$ cat src/rtl/link_ctrl_verde.sv
// link_ctrl_verde: receive-side link controller that acquires COM lock, strips COM/IDLE fill and requests resync on persistent byte loss.
// Ports: clk_4f/reset (async, active-high); byte_in/byte_valid/sp_active from the deserializer;
// data_out/valid_out forwarded payload; link_up (LOCKED); resync_req (RESYNC cycle); state; err_count.
// Optional feature macro LINK_ERR_COUNT_EN: cumulative saturating error counter on err_count, else tied to 0.
module link_ctrl_verde #(
   parameter logic [7:0]  COM_SYM    = 8'hBC,
   parameter logic [7:0]  IDL_SYM    = 8'h7C,
   parameter int unsigned LOCK_COUNT = 4,
   parameter int unsigned ERR_LIMIT  = 3
) (
   input  logic       clk_4f,
   input  logic       reset,
   input  logic [7:0] byte_in,
   input  logic       byte_valid,
   input  logic       sp_active,
   output logic [7:0] data_out,
   output logic       valid_out,
   output logic       link_up,
   output logic       resync_req,
   output logic [1:0] state,
   output logic [3:0] err_count
);
   typedef enum logic [1:0] {IDLE = 2'b00, SEARCH = 2'b01, LOCKED = 2'b10, RESYNC = 2'b11} state_t;
   state_t state_q, state_d;
   logic [3:0] com_cnt_q, com_cnt_d, err_run_q, err_run_d;
   logic [7:0] data_q, data_d;
   logic       valid_q, valid_d;
   always_comb begin
      state_d   = state_q;
      com_cnt_d = com_cnt_q;
      err_run_d = err_run_q;
      data_d    = data_q;
      valid_d   = 1'b0;
      case (state_q)
         IDLE: if (sp_active) begin
            state_d   = SEARCH;
            com_cnt_d = '0;
         end
         SEARCH: if (byte_valid) begin
            if (byte_in != COM_SYM) com_cnt_d = '0;
            else if (com_cnt_q == 4'(LOCK_COUNT - 1)) begin
               state_d   = LOCKED;
               err_run_d = '0;
            end else com_cnt_d = com_cnt_q + 4'd1;
         end
         LOCKED: begin
            // payload is forwarded even on the edge that leaves LOCKED
            if (byte_valid) begin
               err_run_d = '0;
               if (byte_in != COM_SYM && byte_in != IDL_SYM) begin
                  data_d  = byte_in;
                  valid_d = 1'b1;
               end
            end else if (sp_active) begin
               err_run_d = (err_run_q == 4'hF) ? err_run_q : err_run_q + 4'd1;
               if (err_run_q >= 4'(ERR_LIMIT - 1)) state_d = RESYNC;
            end
         end
         default: begin
            state_d   = SEARCH;
            com_cnt_d = '0;
            err_run_d = '0;
         end
      endcase
      // losing the deserializer overrides every other transition
      if (!sp_active) state_d = IDLE;
   end
   always_ff @(posedge clk_4f or posedge reset) begin
      if (reset) begin
         state_q   <= IDLE;
         com_cnt_q <= '0;
         err_run_q <= '0;
         data_q    <= '0;
         valid_q   <= 1'b0;
      end else begin
         state_q   <= state_d;
         com_cnt_q <= com_cnt_d;
         err_run_q <= err_run_d;
         data_q    <= data_d;
         valid_q   <= valid_d;
      end
   end
`ifdef LINK_ERR_COUNT_EN
   logic [3:0] err_count_q, err_count_d;
   logic       bump;
   // error cycles in LOCKED and the single RESYNC cycle each add one
   assign bump = (state_q == LOCKED && !byte_valid && sp_active) || state_q == RESYNC;
   always_comb err_count_d = (bump && err_count_q != 4'hF) ? err_count_q + 4'd1 : err_count_q;
   always_ff @(posedge clk_4f or posedge reset) begin
      if (reset) err_count_q <= '0;
      else err_count_q <= err_count_d;
   end
   assign err_count = err_count_q;
`else
   assign err_count = 4'h0;
`endif
   assign data_out   = data_q;
   assign valid_out  = valid_q;
   assign link_up    = state_q == LOCKED;
   assign resync_req = state_q == RESYNC;
   assign state      = state_q;
endmodule

$ cat config.mk
export PLATFORM = sky130hd
export DESIGN_NAME = link_ctrl_verde
export DESIGN_NICKNAME = d
export VERILOG_FILES = /design/src/rtl/link_ctrl_verde.sv
export SDC_FILE = /design/constraint.sdc
export NUM_CORES = 1
export LEC_CHECK = 0
export BUFFER_PORTS_ARGS = -buffer_cell sky130_fd_sc_hd__clkbuf_2
export CORE_ASPECT_RATIO = 0.75
export CORE_MARGIN = 2
export CORE_UTILIZATION = 40
export CTS_CLUSTER_SIZE = 30
export DETAILED_ROUTE_END_ITERATION = 8
export HOLD_SLACK_MARGIN = 0.15
export PLACE_DENSITY_LB_ADDON = 0.2
export REMOVE_ABC_BUFFERS = 1
export SLEW_MARGIN = 20
export SYNTH_ARGS = -nofsm -noshare
export SYNTH_HDL_FRONTEND = slang
export SYNTH_SLANG_ARGS = --single-unit
$ cat constraint.sdc
create_clock -name clk_4f -period 4.9 [get_ports clk_4f]
set_input_delay 0.245 -clock clk_4f [delete_from_list [all_inputs] [get_ports clk_4f]]
set_output_delay 0.245 -clock clk_4f [all_outputs]
set_load 0.1 [all_outputs]
==> results.toml <==
[finish]
multi_input_combinational_cell_area_um2 = 594.3
area.growth.synth_to_final_pct = 18.47
postLayoutCoreUtil_pct = 50.19
design.final.nets = 152
n_antenna_cell = 0
layout-drive-gt1-share_pct = 32.58
filler_cell_count_in_the_final_layout = 245
layout.area.seq_um2 = 475.5

[worst_hold_path]
hp-class = "in -> reg"
hold_end = "data_out[5]$_DFFE_PP0P_"
worst_hold_path.num_cells = 2
worstHoldStart = "byte_in[5]"

[worst_setup_path]
r2r_setup_slack_ns = 2.96
worstReg2RegStart = "state[0]$_DFFE_PP0P_"
setup.worst_path.end_class = "flop"
cp-startpoint = "state[0]$_DFFE_PP0P_"
worst_r2r_path_depth = 6
critPathArrivalTime_ns = 2.09
critical_path.max_fanout = 8
worstSetupPathType = "reg -> reg"
cp-start-kind = "flop"
worstReg2RegEnd = "err_run_q[2]$_DFFE_PP0P_"
worst_ep_required_time_ns = 5.05

[routing]
drt-vias-per-instance = 5.036
maxUsedRoutingLayer = "met3"
route.antenna.remaining_nets = 0
route.detailed.drc = 0
detail_route.iter0.violations = 15
met2RoutedLength_um = 939
detailroute.via_count = 846
detail_route.first_pass.iterations = 4
average_wire_per_cell_in_the_routed_design_um = 12.46
detailroute.wirelength.met3_um = 149
total_wire_length_um = 2094
drt-met1-wl_um = 1005

[sta]
finalMaxSlewViolations = 0
worst_clock_skew_ns = 0.003320
timing.final.hold_violations = 0
worst_slew_pin_slew_ns = 0.7115
final_period_minus_worst_setup_slack_ns = 1.938
achievable-frequency_mhz = 515.9
grt_setup_unrepaired = "no"
setup_viol = 0
fin_tns_setup_ns = 0
worst_slew_margin_rel_pct = 52.51
period_share_pct = 39.56

[global_routing]
wire_length_of_the_first_global_routing_pass_um = 3719
grt_pass1_vias = 849
grt_start_max_net_pins = 20
grt.overflow.total = 0
initial_antenna_violation_count = 0
grt_util_all_layers_pct = 14.59

[synth]
synth.ff_latch_count = 19
synth.largest_area_cell = "dfrtp_1"
number_of_synthesized_flops_with_an_enable_pin = 0
synth_top_cell_area_share_pct = 42.79
synth.distinct_cells = 36
synth-async-reset-ratio_pct = 100.0
yosys_warnings = 0
top_reg_cell_synth = "dfrtp_1"
synth.yosys.seq_area_share_pct = 42.79
synthCells = 104
syn-mean-instance-area_um2 = 10.68
post_synth_main_area_contributors = "dfrtp_1, mux2_2, ha_1, o21ai_0, buf_4"
summed_instance_area_of_the_synthesized_netlist_mm2 = 0.001111

[cts]
cts-buffers-inserted = 3
clock_sink_total = 19
cts_post_setup_buffers_inserted = 0
clock_insertion_delay_worst_skew_ns = 0.26
clkSlewWorstSetupHoldPaths_ns = 0.08
clockRootBuffer = "clkbuf_8"
tritoncts_clock_tree = "done"
max-clock-path-buffers = 2
cts_resized = 0
number_of_levels_the_h_tree_was_split_into = 1

[floorplan]
floorplan.initialDensity_pct = 42.37
die_area_mm2 = 0.003219
io_pins = 29
core_mm2 = 0.002623
rows = 16
floorplan.die.height_um = 49.64
die-width_um = 64.86

[placed_design]
gp_congestion = 0.7612
dp_hpwl_um = 1623
portBuffers = 24

[outcome]
outcome = "complete, no violations"

[run]
cap_violations = 0
how the worst max path moves through the flow:
| stage | endpoint | slack (ns) | cells past startpoint |
|---|---|---|---|
| after floorplan | err_run_q[1]$_DFFE_PP0P_ | 1.79 | 5 |
| after global placement | err_run_q[2]$_DFFE_PP0P_ | 3.06 | 6 |
| after detailed placement | err_run_q[2]$_DFFE_PP0P_ | 2.98 | 6 |
| after CTS | err_run_q[2]$_DFFE_PP0P_ | 2.96 | 6 |
| after global routing | err_run_q[2]$_DFFE_PP0P_ | 2.84 | 6 |
| final | err_run_q[2]$_DFFE_PP0P_ | 2.96 | 6 |
registers in the layout (all words and copies together), names as in the netlist:
register / flops
com_cnt_q: 4
data_out: 8
err_run_q: 4
state: 2
valid_out: 1
cell usage in the layout, fill, tap and decap left out, types with 2 or more instances in the layout:
cell type	synthesis	layout
nor2b_1	3	3
a31oi_1	3	3
nand2_1	6	6
conb_1	1	4
nor4_1	2	2
nor3_1	3	3
mux2i_1	2	2
ha_1	7	7
o21ai_0	6	6
inv_1	6	6
dfrtp_1	19	19
mux2_2	10	10
nor3b_1	3	3
clkbuf_8	0	3
nand3_1	4	4
a21oi_1	3	3
clkbuf_2	0	24
nor2_1	2	2
or3_1	2	2
critical path, stage by stage (launching register included):
cell	delay [ns]
dfrtp_1	0.42
inv_1	0.09
ha_1	0.30
nand2b_1	0.22
a21oi_1	0.10
or3_4	0.36
a221o_1	0.34
final cells by class:
class                   count  area share [%]
inverters                   6           1.711
clock buffers               3           3.137
repair buffers             25           9.886
multi-input cells          78           45.15
flip-flops and latches     19           36.12
well taps                  36           3.422
clock inverters             1          0.5703
Yosys cell counts (2+ instances only):
cell type,number
a21oi_1,3
a31oi_1,3
buf_4,4
dfrtp_1,19
ha_1,7
inv_1,6
mux2_2,10
mux2i_1,2
nand2_1,6
nand3_1,4
nor2_1,2
nor2b_1,3
nor3_1,3
nor3b_1,3
nor4_1,2
o21ai_0,6
or3_1,2
stage by stage:
| step | setup WS, ns | cell area, um2 | hold slack [ns] | cells |
|---|---|---|---|---|
| 2_1_floorplan | 1.789 | 1092 | 0.1961 | 103 |
| 3_3_place_gp | 3.061 | 1257 | 0.3864 | 163 |
| 3_5_place_dp | 2.977 | 1257 | 0.3846 | 163 |
| 4_1_cts | 2.963 | 1316 | 0.2213 | 168 |
| 5_1_grt | 2.840 | 1316 | 0.2271 | 168 |
| 6_report | 2.962 | 1316 | 0.2237 | 168 |
timing repair:
item,4_1_cts,5_1_grt
endpoints found under the setup margin,0,0
hold buffers,1,0
endpoints found under the hold margin,19,0
logic make-up after synthesis:
kind of cell	share of synthesized area [%]
AO/OA/AOI/OAI	10.36
adder cells (fa/ha/maj)	7.883
other	0.3375
multiplexers	11.94
AND/OR/NAND/NOR	21.17
buffers and inverters	4.730
flip-flops	42.79
XOR/XNOR	0.7884
metal layers:
layer,vias to the layer above,GRT usage [%]
li1,424,-
met1,393,18.93
met2,29,24.91
met3,0,4.566
met4,0,1.064
met5,-,0
Power is not shown: default switching activity piles up to over one toggle a cycle in this logic, so the estimate is an artifact.
